File: src/rtl/shift_unit_if.sv
// Request/response bundle for shift_unit: operands and start go in,
// busy/done status and the registered result come back.
interface shift_unit_if #(
  parameter int WIDTH   = 32,
  parameter int SHAMT_W = $clog2(WIDTH)
);
  logic               start;
  logic [1:0]         mode;
  logic [SHAMT_W-1:0] shamt;
  logic [WIDTH-1:0]   data_in;
  logic               busy;
  logic               done;
  logic [WIDTH-1:0]   data_out;

  modport master (
    output start, mode, shamt, data_in,
    input  busy, done, data_out
  );

  modport slave (
    input  start, mode, shamt, data_in,
    output busy, done, data_out
  );
endinterface

File: src/rtl/shift_unit.sv
// Multi-cycle shifter: one 1-bit step per clock (SLL/SRL/SRA/ROL), then the
// result is published on data_out with a one-cycle done pulse.
module shift_unit #(
  parameter int WIDTH   = 32,
  parameter int SHAMT_W = $clog2(WIDTH)
) (
  input  logic       clk,
  input  logic       reset_n,
  shift_unit_if.slave bus
);

  typedef enum logic [1:0] {
    IDLE  = 2'd0,
    SHIFT = 2'd1,
    DONE  = 2'd2
  } state_t;

  localparam logic [1:0] OP_SLL = 2'b00;
  localparam logic [1:0] OP_SRL = 2'b01;
  localparam logic [1:0] OP_SRA = 2'b10;
  localparam logic [1:0] OP_ROL = 2'b11;

  state_t             state_q, state_d;
  logic [1:0]         op_q, op_d;
  logic [SHAMT_W-1:0] cnt_q, cnt_d;
  logic [WIDTH-1:0]   work_q, work_d;
  logic [WIDTH-1:0]   dout_q, dout_d;

  function automatic logic [WIDTH-1:0] step1(input logic [WIDTH-1:0] w,
                                             input logic [1:0]       op);
    logic [WIDTH-1:0] r;
    r = w;
    case (op)
      OP_SLL:  r = {w[WIDTH-2:0], 1'b0};
      OP_SRL:  r = {1'b0, w[WIDTH-1:1]};
      OP_SRA:  r = {w[WIDTH-1], w[WIDTH-1:1]};
      OP_ROL:  r = {w[WIDTH-2:0], w[WIDTH-1]};
      default: r = w;
    endcase
    return r;
  endfunction

  always_ff @(posedge clk or negedge reset_n) begin
    if (!reset_n) begin
      state_q <= IDLE;
      op_q    <= '0;
      cnt_q   <= '0;
      work_q  <= '0;
      dout_q  <= '0;
    end else begin
      state_q <= state_d;
      op_q    <= op_d;
      cnt_q   <= cnt_d;
      work_q  <= work_d;
      dout_q  <= dout_d;
    end
  end

  always_comb begin
    state_d = state_q;
    op_d    = op_q;
    cnt_d   = cnt_q;
    work_d  = work_q;
    dout_d  = dout_q;
    case (state_q)
      // DONE accepts like IDLE so a held start chains without a gap.
      IDLE, DONE: begin
        if (bus.start) begin
          op_d    = bus.mode;
          cnt_d   = bus.shamt;
          work_d  = bus.data_in;
          state_d = SHIFT;
        end else begin
          state_d = IDLE;
        end
      end
      SHIFT: begin
        if (cnt_q != '0) begin
          work_d = step1(work_q, op_q);
          cnt_d  = cnt_q - SHAMT_W'(1);
        end else begin
          dout_d  = work_q;
          state_d = DONE;
        end
      end
      default: state_d = IDLE;
    endcase
  end

  assign bus.busy     = (state_q == SHIFT);
  assign bus.done     = (state_q == DONE);
  assign bus.data_out = dout_q;

endmodule
File: src/flat_wrapper.sv
// flat-port wrapper written by rule: the top's interface ports become plain ports
module shift_unit_flat 
#(
  parameter int WIDTH   = 32,
  parameter int SHAMT_W = $clog2(WIDTH)
)
  (clk, reset_n, bus_start, bus_mode, bus_shamt, bus_data_in, bus_busy, bus_done, bus_data_out);
  shift_unit_if #(.WIDTH(WIDTH), .SHAMT_W(SHAMT_W)) bus_i ();
  input  logic clk;
  input  logic reset_n;
  input wire logic [$bits(bus_i.start)-1:0] bus_start;
  input wire logic [$bits(bus_i.mode)-1:0] bus_mode;
  input wire logic [$bits(bus_i.shamt)-1:0] bus_shamt;
  input wire logic [$bits(bus_i.data_in)-1:0] bus_data_in;
  output wire logic [$bits(bus_i.busy)-1:0] bus_busy;
  output wire logic [$bits(bus_i.done)-1:0] bus_done;
  output wire logic [$bits(bus_i.data_out)-1:0] bus_data_out;
  assign bus_i.start = bus_start;
  assign bus_i.mode = bus_mode;
  assign bus_i.shamt = bus_shamt;
  assign bus_i.data_in = bus_data_in;
  assign bus_busy = bus_i.busy;
  assign bus_done = bus_i.done;
  assign bus_data_out = bus_i.data_out;
  shift_unit #(.WIDTH(WIDTH), .SHAMT_W(SHAMT_W)) u_core (.clk(clk), .reset_n(reset_n), .bus(bus_i));
endmodule
File: config.mk
export PLATFORM = sky130hd
export DESIGN_NAME = shift_unit_flat
export DESIGN_NICKNAME = d
export VERILOG_FILES = /design/src/rtl/shift_unit_if.sv /design/src/rtl/shift_unit.sv /design/src/flat_wrapper.sv
export SDC_FILE = /design/constraint.sdc
export NUM_CORES = 1
export LEC_CHECK = 0
export BUFFER_PORTS_ARGS = -buffer_cell sky130_fd_sc_hd__clkbuf_2
export CORE_ASPECT_RATIO = 0.9
export CORE_MARGIN = 3
export CORE_UTILIZATION = 49
export DETAILED_ROUTE_END_ITERATION = 16
export PLACE_DENSITY = 0.72
export SLEW_MARGIN = 25
export SYNTH_ARGS = -nofsm -noshare
export SYNTH_HDL_FRONTEND = slang
export SYNTH_SLANG_ARGS = --single-unit
export TNS_END_PERCENT = 20
File: constraint.sdc
create_clock -name clk -period 1.85 [get_ports clk]
set_input_delay 0.0925 -clock clk [delete_from_list [all_inputs] [get_ports clk]]
set_output_delay 0.0925 -clock clk [all_outputs]
set_load 0.02 [all_outputs]
## Word level (Yosys, flattened, before mapping)

Index checks and enable logic that the tools add are counted.

| word-level totals | value |
|---|---|
| register bits after elaboration | 73 |
| bits of input ports | 42 |
| output and inout bits | 34 |
| word-level logic and storage cells | 36 |

| operators by class | value |
|---|---|
| add/sub/neg operators | 1 |
| eq/ne operators | 9 |
| multiplexer cells | 10 |
| bitwise operators | 1 |
| reduce and logical (&&, ||, !) cells | 9 |

Operators with widths:

| kind | count |
|---|---|
| $pmux W32 S4 | 1 |
| $mux W32 | 2 |
| $pmux W32 S2 | 1 |
| $mux W5 | 2 |
| $pmux W5 S2 | 1 |
| $eq A2 B2 Y1 const B | 3 |
| $ne A2 B2 Y1 const B | 3 |
| $reduce_bool A5 Y1 | 1 |
| $sub A5 B1 Y5 const B | 1 |
| $eq A2 B1 Y1 const B | 2 |
| $logic_not A2 Y1 | 2 |
| $pmux W2 S2 | 1 |
| $reduce_and A2 Y1 | 2 |
| $reduce_and A4 Y1 | 1 |
| $reduce_and A3 Y1 | 1 |
| $mux W2 | 1 |
| $ne A2 B1 Y1 const B | 1 |
| $reduce_bool A2 Y1 | 1 |
| $reduce_or A2 Y1 | 1 |
| $mux W1 | 1 |
| $not A1 Y1 | 1 |

## Longest topological paths before layout

Gate-level depths: netlist of run 1.

| logic depth | value |
|---|---|
| word-level depth | 4 |
| gate-level depth with buffers | 7 |
| depth with buffers taken out | 6 |

## Least setup slack after synthesis of run 1

OpenSTA, ideal clock, no wires.

| path | value |
|---|---|
| kind | flip-flop to flip-flop |
| start | register u_core.cnt_q[0] |
| end | register u_core.work_q[31] |
| setup time | 125 ps |
| arrival | 1,707 ps |
| required time | 1,725 ps |
| slack | 18 ps |
| stages on the path, launching flop included | 7 |
| buffers on the path | 1 |
| clock period less this slack | 1,832 ps |
| cells stage by stage | dfrtp_1 -> inv_1 -> ha_1 -> or4b_1 -> buf_2 -> a31oi_1 -> mux2_2 |

| on the way | value |
|---|---|
| cells in the longest elaborated chain, start to end | 3 |

Ends and longest elaborated chain:

| item | RTL line | text |
|---|---|---|
| start: declaration | shift_unit.sv:25 | `logic [SHAMT_W-1:0] cnt_q, cnt_d;` |
| start signal: assignment | shift_unit.sv:53 | `cnt_q <= cnt_d;` |
| $reduce_bool A5 Y1 | shift_unit.sv:78 | `if (cnt_q != '0) begin` |
| $ne A2 B1 Y1 (no source line) | n/a |  |
| $reduce_and A4 Y1 (no source line) | n/a |  |
| end signal: assignment | shift_unit.sv:54 | `work_q <= work_d;` |
| end: declaration | shift_unit.sv:26 | `logic [WIDTH-1:0] work_q, work_d;` |

Every way passes these cells.
A chain may end at the register's enable or synchronous reset.

## Worst setup path in the final report of run 1

| path | value |
|---|---|
| start | register u_core.cnt_q[0] |
| end | register u_core.work_q[15] |

| on the way | value |
|---|---|
| cells in the longest elaborated chain, start to end | 3 |

Ends and longest elaborated chain:

| item | RTL line |
|---|---|
| $reduce_bool A5 Y1 | shift_unit.sv:78 |
| $ne A2 B1 Y1 (no source line) | n/a |
| $reduce_and A3 Y1 (no source line) | n/a |

Every way passes these cells.

==> impl_metrics.toml, run 1 <==
[critical_path]
critPathKind = "reg2reg"
setup.worst_path.end_class = "flop"
cp.arrival_ps = 2030
path_max_fanout = 7
required_ps = 2060
startpoint_type = "flop"

[job]
cap_violations = 0

[pwr]
finalPower_mw = 9.09
power_frac_seq = 0.330
power.switching_mw = 3.66
clkPwrFrac = 0.168
power-per-cell-area_nw_per_um2 = 2030
p_leak_nw = 2.24
sw_frac_of_total = 0.402
intPower_mw = 5.44
comb_power_share = 0.502
peakVddDrop_v = 0.00107

[cts]
numClockSinks = 73
clockBufferDepth = 2
clk_pin_slew_ps = 80
cts_tree = "done"
cts_root_buf = "clkbuf_8"
numCtsBuffers = 9
cts-htree-levels = 3
clkLatencyLatePin_ps = 340

[drt]
drcViolationCount = 0
ant_nets = 0
met3WireLength_um = 513
wl_met1_mm = 4.06
initialDrtViolationCount = 122
routed_via_density = 5.58
wl_met2_mm = 4.16
routed-via-count = 2902
dr.pass1.iters = 4
totalWireLength_mm = 8.80
highest_layer = "met4"
wl_per_cell_um = 16.9

[logic_synthesis]
synth.largest_area_cell = "dfrtp_1"
synth_seq_cells = 73
yosysUniqueCellTypes = 37
async_reset_ff_frac = 1.00
synth_edf_count = 0
synth_top_area_frac = 0.532
yosys_warnings = 0
yosys-top-cells-area = "dfrtp_1 (53%), mux2i_1 (9.6%), o21ai_0 (8.5%)"
synth_nets = 374
syn_area_um2 = 3430
syn_avg_cell_area_um2 = 10.4
yosysSeqAreaShare = 0.532
synth_ff_type = "dfrtp_1"
syn_inst = 331

[placed_design]
io_buffers = 75
globalplace.congestion = 0.792
place_inst = 490
hpwl_mm = 5.61

[die]
dieArea_um2 = 8050
initial_core_util = 0.513
io_pins = 76
die_w_um = 94.2
rows = 28
fp.coreArea_um2 = 6690
die_h_um = 85.4

[timing]
period_share = 0.980
slew_headroom = 0.728
tightestPinTransition_ps = 408
clock_skew_ps = 11.0
setup_viol = 0
period_minus_slack_ps = 1810
hold_viol_final = 0
maxSlewViolCount = 0
fmax_ghz = 0.552
rsz0062_at_grt = "yes"

[final_layout]
final_cell_count_no_fill = 520
diodes = 0
synthToLayoutAreaGrowth_pct = 30.2
post_route_cells_drive_above_1_share = 0.302
fin_util = 0.668
fillers = 527
nNetsFinal = 469

[worst_hold_path]
hold_path_class = "in2reg"

[global_routing]
grt_pass1_vias = 2863
grt_usage = 0.225
antenna_found_initial = 0
gr-total-overflow = 0
grt_pass1_wl_mm = 14.2
grt_max_degree = 74

[run_status]
status = "finished clean"
## through the flow
stage | hold WS [ps] | cell area (µm²) | worst slack (ps) | TNS [ps]
2_1_floorplan | -203 | 3430 | 18.2 | 0
3_5_place_dp | 154 | 4010 | -60.5 | -1530
5_1_grt | 16.3 | 4470 | -9.84 | -96.7
4_1_cts | 2.87 | 4340 | -38.1 | -480
6_report | 13.1 | 4470 | 36.8 | 0
3_3_place_gp | 157 | 4010 | 17.3 | 0
## final timing paths
check                                  startpoint                endpoint  slack (ps)  depth (start not counted)
max                               u_core.cnt_q[0]       u_core.work_q[15]          40                          7
min                               bus_data_in[26]       u_core.work_q[26]          10                          3
max reg2reg                       u_core.cnt_q[0]       u_core.work_q[15]          40                          7
min reg2reg                u_core.bus.data_out[4]  u_core.bus.data_out[4]         500                          2
max in group asynchronous                 reset_n       u_core.work_q[15]        1210                          3
min in group asynchronous                 reset_n         u_core.cnt_q[4]         280                          3
## kinds of logic after synthesis
logic type | Yosys count | share of synthesized area
xor gates and xnor gates | 2 | 0.0106
AOI/OAI and AO/OA | 102 | 0.196
muxes | 37 | 0.109
adders and majority gates | 1 | 0.00364
and+or+nand+nor | 57 | 0.0765
DFF | 73 | 0.532
buffers and inverters | 59 | 0.0722
## power groups by stage
stage               clock network (mW)  registers, mW  logic (mW)
floorplan                            0           3.19        2.64
global placement                     0           2.97        4.04
detailed placement                   0           2.99        4.18
CTS                               1.54           2.98        4.22
global route                      1.61           3.09        5.00
finish                            1.53           3.00        4.57
## state kept, by name, summed over array words and instances, names as in the netlist
register,count
u_core.state_q,2
u_core.bus.data_out,32
u_core.op_q,2
u_core.work_q,32
u_core.cnt_q,5
## routing by layer
layer | track usage | vias to the layer above
met2 | 0.340 | 93
met3 | 0.0408 | 7
met1 | 0.329 | 1437
li1 | - | 1365
met4 | 0.0722 | 0
met5 | 0 | -
## synthesized netlist by cell type (3+ instances only)
cell type,number
dfrtp_1,73
o21ai_0,58
nor2_1,35
mux2i_1,33
inv_1,32
a221oi_1,30
clkbuf_1,13
nand2_1,9
buf_2,6
buf_4,5
mux2_2,4
nand2b_1,3
## cells in the final DEF (no fill, tap or decap), drive strengths merged, types with 2 or more instances in the layout
cell type / n
a211oi: 2
a21oi: 2
a221oi: 30
buf: 25
bufinv: 3
clkbuf: 86
clkinv: 3
dfrtp: 73
dlygate4sd3: 8
inv: 33
mux2: 4
mux2i: 33
nand2: 9
nand2b: 3
nor2: 35
nor2b: 2
nor4b: 2
o211ai: 2
o21ai: 59
o221a: 2
## layout make-up
type                            instances  area (µm²)  share of cell area
Sequential cell                        73        1830               0.409
Multi-Input combinational cell        199        1390               0.311
Timing Repair Buffer                  109         768               0.172
Clock buffer                           10         138              0.0308
Inverter                               34         130              0.0291
Tap cell                               90         113              0.0252
Clock inverter                          5         104              0.0232
## worst max-delay path, stage by stage (launching register included)
cell,delay [ps]
dfrtp_1,400
inv_2,90
ha_4,130
or4b_4,510
a21oi_4,170
buf_12,160
clkbuf_16,150
a221oi_1,80
## what timing repair did
item                                    CTS  global route
endpoints found under the setup margin   56            59
pin swaps                                 0             2
hold buffers                              8             0
setup buffers                             0             4
cloned                                    0             3
resized for setup                         2             9
endpoints found under the hold margin    80             0
No activity file was read; power rests on OpenSTA's default activity.
==> run 2: changes to the inputs <==
--- a/config.mk
+++ b/config.mk
@@ -5,12 +5,13 @@
 export SDC_FILE = /design/constraint.sdc
 export NUM_CORES = 1
 export LEC_CHECK = 0
+export ABC_AREA = 1
 export BUFFER_PORTS_ARGS = -buffer_cell sky130_fd_sc_hd__clkbuf_2
 export CORE_ASPECT_RATIO = 0.9
 export CORE_MARGIN = 3
-export CORE_UTILIZATION = 49
+export CORE_UTILIZATION = 45
 export DETAILED_ROUTE_END_ITERATION = 16
-export PLACE_DENSITY = 0.72
+export PLACE_DENSITY = 0.63
 export SLEW_MARGIN = 25
 export SYNTH_ARGS = -nofsm -noshare
 export SYNTH_HDL_FRONTEND = slang
==> constraint.sdc (replaced) <==
create_clock -name clk -period 1.9 [get_ports clk]
set_input_delay 0.095 -clock clk [delete_from_list [all_inputs] [get_ports clk]]
set_output_delay 0.095 -clock clk [all_outputs]
set_load 0.02 [all_outputs]
==> run 2 against run 1 <==
Compared with the run above:
- flip-flop and latch count unchanged
- final cell count up 36%
- fmax up 14%
- critical path type unchanged
- highest routed layer unchanged
==> impl_metrics.toml, run 2 <==
[run_status]
status = "finished clean"

[cts]
cts_tree = "done"
numClockSinks = 73
cts-htree-levels = 3
cts_root_buf = "clkbuf_8"
clockBufferDepth = 2
numCtsBuffers = 9
clk_pin_slew_ps = 80
postCtsSetupBuffers = 0
clkLatencyLatePin_ps = 350

[global_routing]
gr-total-overflow = 0
grt_pass1_vias = 3284
antenna_found_initial = 0
grt_pass1_wl_mm = 15.2
grt_usage = 0.199
grt_max_degree = 48

[placed_design]
globalplace.congestion = 0.796
io_buffers = 75
dp_slack_ps = 316
hpwl_mm = 6.11

[critical_path]
path_max_fanout = 34
critPathKind = "reg2reg"
required_ps = 2180
startpoint_type = "flop"
setup.worst_path.end_class = "flop"
cp.arrival_ps = 1870

[final_layout]
diodes = 0
post_route_cells_drive_above_1_share = 0.236
synthToLayoutAreaGrowth_pct = 17.7
nNetsFinal = 632
final_common_cell = "nand2_1"
final_cell_mix = "nand2_1 (241), clkbuf_2 (74), dfrtp_1 (73)"

[drt]
totalWireLength_mm = 8.75
routed-via-count = 3376
dr.pass1.iters = 4
ant_nets = 0
routed_via_density = 4.76
wl_met2_mm = 4.01
wl_per_cell_um = 12.3
met3WireLength_um = 569
wl_met1_mm = 4.14
drcViolationCount = 0
highest_layer = "met4"
initialDrtViolationCount = 179

[logic_synthesis]
async_reset_ff_frac = 1.00
muxShareOfSynthArea = 0
synth_compound_area_frac = 0.0746
syn_avg_cell_area_um2 = 7.44
yosysUniqueCellTypes = 20
synth_xor_area_frac = 0
synthSimpleGateAreaFrac = 0.349
yosys-top-cells-area = "dfrtp_1 (48%), nand2_1 (24%), nand3_1 (9.1%)"
synth_seq_cells = 73
synth_top_area_frac = 0.476
synth.largest_area_cell = "dfrtp_1"
synth_top_family_by_area = "simple AND/OR/NAND/NOR gates"
yosysSeqAreaShare = 0.476
post-synth-top-count-cell = "nand2_1"
synth_edf_count = 0
yosys_warnings = 0
synth_nets = 559
syn_area_um2 = 3840
syn_inst = 516
synth_ff_type = "dfrtp_1"
ys_top_cells_by_count = "nand2_1 (241), dfrtp_1 (73), nand3_1 (70)"
synth_fa_ha_area_frac = 0.00326

[timing]
fmax_ghz = 0.628
setup_viol = 0
period_share = 0.837
setup_tns_ps = 0
slew_headroom = 0.590
tightestPinTransition_ps = 615
setup_ws_ps = 309
hold_viol_final = 0
hold_ws_ps = 30.6
clock_skew_ps = 10.0
period_minus_slack_ps = 1590
rsz0062_at_grt = "no"
maxSlewViolCount = 0

[die]
fp.coreArea_um2 = 8180
die_w_um = 103
die_h_um = 93.6
io_pins = 76
rows = 31
dieArea_um2 = 9680
initial_core_util = 0.469

[pwr]
p_leak_nw = 2.58
peakVddDrop_v = 0.00134
finalPower_mw = 9.12
power-per-cell-area_nw_per_um2 = 2020

[worst_hold_path]
hold_path_class = "in2reg"

[job]
cap_violations = 0
[run 2: changes by cell type in the layout (fill, tap and decap cells not counted), sizes merged, moves of 4 or more]
| cell | before | now |
|---|---|---|
| dlygate4sd3 | 8 | 3 |
| buf | 25 | 16 |
| a221oi | 30 | 0 |
| nand3 | 0 | 71 |
| nand2 | 9 | 245 |
| mux2 | 4 | 0 |
| mux2i | 33 | 0 |
| nor2 | 35 | 6 |
| o21ai | 59 | 40 |
| inv | 33 | 46 |
[run 2: what timing repair did]
item / 4_1_cts / 5_1_grt
hold buffers: 3 / 0
gates resized for setup: 0 / 0
endpoints found under the hold margin: 48 / 0
[run 2: final timing paths]
| kind | end | cells after the start | slack (ps) | from |
|---|---|---|---|---|
| setup / recovery | u_core.bus.data_out[15] | 8 | 310 | u_core.cnt_q[0] |
| hold / removal | u_core.work_q[18] | 5 | 30 | bus_data_in[18] |
| setup reg to reg | u_core.bus.data_out[15] | 8 | 310 | u_core.cnt_q[0] |
| hold reg to reg | u_core.work_q[5] | 2 | 480 | u_core.work_q[5] |
| max in group asynchronous | u_core.work_q[4] | 3 | 1030 | reset_n |
| min in group asynchronous | u_core.bus.data_out[11] | 2 | 290 | reset_n |
[run 2: cells by family (layout without fill, tap and decap cells)]
kind of cell             count (synthesis)  after routing
adder cells (fa/ha/maj)                  1              1
flip-flops                              73             73
AND/OR/NAND/NOR                        326            326
buffers and inverters                   76            154
AO/OA/AOI/OAI                           40             40
[run 2: through the flow]
step | instance area (µm²) | util | instances
floorplan | 3840 | - | 516
global placement | 4300 | 0.525 | 690
detailed placement | 4300 | 0.525 | 690
global route | 4520 | 0.552 | 709
CTS | 4520 | 0.552 | 709
finish | 4520 | 0.552 | 709
[run 2: metal layers]
layer / global-route usage / vias up
li1: - / 1740
met1: 0.278 / 1544
met4: 0.0421 / 0
met5: 0 / -
met2: 0.303 / 88
met3: 0.0619 / 4
[run 2: power by group]
group | total [mW] | switching [mW] | internal (mW)
sequential | 2.72 | 0.403 | 2.32
combinational | 5.17 | 3.43 | 1.74
clock | 1.23 | 0.586 | 0.641
[run 2: critical path, cell delays in order, from the launching register on]
cell and delay, ps:
dfrtp_1 340, inv_1 70, ha_1 260, nand3_2 110, nand2_2 60, nand2_2 90, buf_4 380, nand2_1 120
o21ai_2 70
[run 2: area by class of cell]
class | instances | area (µm²)
clock inverter | 5 | 53.8
sequential | 73 | 1830
timing repair buffer | 93 | 546
multi-input combinational | 367 | 1640
fill | 810 | 3660
clock buffer | 11 | 141
tap | 115 | 144
inverter | 45 | 169
==> run 3: changes to the inputs <==
--- a/config.mk
+++ b/config.mk
@@ -11,7 +11,7 @@
 export CORE_MARGIN = 3
 export CORE_UTILIZATION = 45
 export DETAILED_ROUTE_END_ITERATION = 16
-export PLACE_DENSITY = 0.63
+export PLACE_DENSITY = 0.66
 export SLEW_MARGIN = 25
 export SYNTH_ARGS = -nofsm -noshare
 export SYNTH_HDL_FRONTEND = slang
==> constraint.sdc (replaced) <==
create_clock -name clk -period 1.3 [get_ports clk]
set_input_delay 0.065 -clock clk [delete_from_list [all_inputs] [get_ports clk]]
set_output_delay 0.065 -clock clk [all_outputs]
set_load 0.02 [all_outputs]
==> run 3 against run 2 <==
Compared with the run above:
- the flow now finishes with violations (setup timing)
- non-clock buffer count rose by 22
- clock skew grew 9.4 ps
- cell area is 11% higher
- first-iteration DRC count is 3.4% lower
- largest power group unchanged
==> impl_metrics.toml, run 3 (synthesized netlist as in run 2, its figures left out) <==
[run_status]
status = "finished with violations"
violations = "setup timing"

[placed_design]
hpwl_mm = 6.54
dp_slack_ps = -44.4
io_buffers = 75
globalplace.congestion = 0.793

[die]
dieArea_um2 = 9680
fp.coreArea_um2 = 8180
initial_core_util = 0.469
rows = 31
die_h_um = 93.6
die_w_um = 103
io_pins = 76

[worst_hold_path]
hold_path_class = "in2reg"
hold_path_depth = 5

[cts]
cts_tree = "done"
clkLatencyLatePin_ps = 350
numCtsBuffers = 9
clk_pin_slew_ps = 90
clockBufferDepth = 2
numClockSinks = 73
cts_root_buf = "clkbuf_8"
cts-htree-levels = 3

[final_layout]
diodes = 0
post_route_cells_drive_above_1_share = 0.287
synthToLayoutAreaGrowth_pct = 30.9
final_common_cell = "nand2_1"
final_cell_mix = "nand2_1 (233), clkbuf_2 (73), dfrtp_1 (71)"
fin_util = 0.614
nNetsFinal = 654

[pwr]
peakVddDrop_v = 0.00158
power-per-cell-area_nw_per_um2 = 3130
p_leak_nw = 2.80

[drt]
routed_via_density = 4.95
dr.pass1.iters = 4
wl_per_cell_um = 13.9
routed-via-count = 3619
totalWireLength_mm = 10.1
drcViolationCount = 0
initialDrtViolationCount = 173
ant_nets = 0

[timing]
clock_skew_ps = 19.4
period_minus_slack_ps = 1350
period_share = 1.04
slew_headroom = 0.666
rsz0062_at_grt = "yes"
setup_viol = 27
setup_ws_ps = -51.9
hold_viol_final = 0
fmax_ghz = 0.740
tightestPinTransition_ps = 501
maxSlewViolCount = 0

[global_routing]
grt_usage = 0.203
grt_pass1_wl_mm = 15.4
antenna_found_initial = 0
grt_max_degree = 38
gr-total-overflow = 0
grt_pass1_vias = 3409

[critical_path]
setup.worst_path.end_class = "flop"
required_ps = 1580
path_max_fanout = 7
cp.arrival_ps = 1630
rr_worst_depth = 9
startpoint_type = "flop"
critPathKind = "reg2reg"

[job]
cap_violations = 0
## run 3: cell count changes in the layout (fill, tap and decap cells not counted), moves of 2 or more
cell,change
buf_8,+3
clkbuf_16,+4
nand2_1,-8
buf_12,+6
dfrtp_2,+2
buf_6,+8
dfrtp_1,-2
clkinvlp_4,+2
nand2_4,+6
inv_1,-3
clkinv_2,-2
## run 3: cell type report
cell class                 count  area (µm²)
clock buffer                  10         138
clock inverter                 6        88.8
fill                         722        3160
inverter                      45         179
multi-input combinational    367        1730
sequential                    73        1830
tap                          115         144
timing repair buffer         115         920
## run 3: worst paths after layout
check	start	to	slack [ps]
worst max-delay path	u_core.cnt_q[1]	u_core.work_q[30]	-50
worst min-delay path	bus_data_in[8]	u_core.work_q[8]	8
worst max register to register	u_core.cnt_q[1]	u_core.work_q[30]	-50
worst min register to register	u_core.work_q[14]	u_core.work_q[14]	480
max in group asynchronous	reset_n	u_core.work_q[5]	560
min in group asynchronous	reset_n	u_core.bus.data_out[7]	220
## run 3: power by group
group / switching, mW / internal (mW)
Clock: 0.893 / 1.14
Sequential: 0.646 / 3.39
Combinational: 5.79 / 3.89
Total: 7.33 / 8.42
## run 3: layer usage
layer / up-vias / track usage / wire (µm)
met2: 134 / 0.326 / 4870
met5: - / 0 / 0
li1: 1790 / - / -
met4: 0 / 0.0507 / 89
met3: 12 / 0.0529 / 724
met1: 1683 / 0.271 / 4460
## run 3: timing repair
item	in CTS	in global routing
gates resized for setup	6	42
pin swaps	0	4
hold endpoints to repair	35	0
setup buffers	3	3
hold buffers	4	0
gates cloned	0	6
setup endpoints to repair	52	70
## run 3: critical path: stages (launching register included)
cell	delay (ps)
dfrtp_1	390
inv_2	80
ha_4	150
nand3_4	80
nand2_4	100
nand2_4	90
inv_8	110
clkbuf_16	160
nand2_1	60
nand2_1	70
## run 3: through the flow
stage | TNS, ps | power, mW | hold WS, ps | cells | area, µm²
5_1_grt | -4340 | 17.1 | 21.2 | 731 | 5030
3_3_place_gp | 0 | 12.0 | 58.8 | 699 | 4440
2_1_floorplan | 0 | 9.99 | -231 | 516 | 3850
6_report | -404 | 15.8 | 7.75 | 731 | 5030
3_5_place_dp | -382 | 12.2 | 64.4 | 699 | 4440
4_1_cts | -569 | 14.5 | 4.28 | 722 | 4750
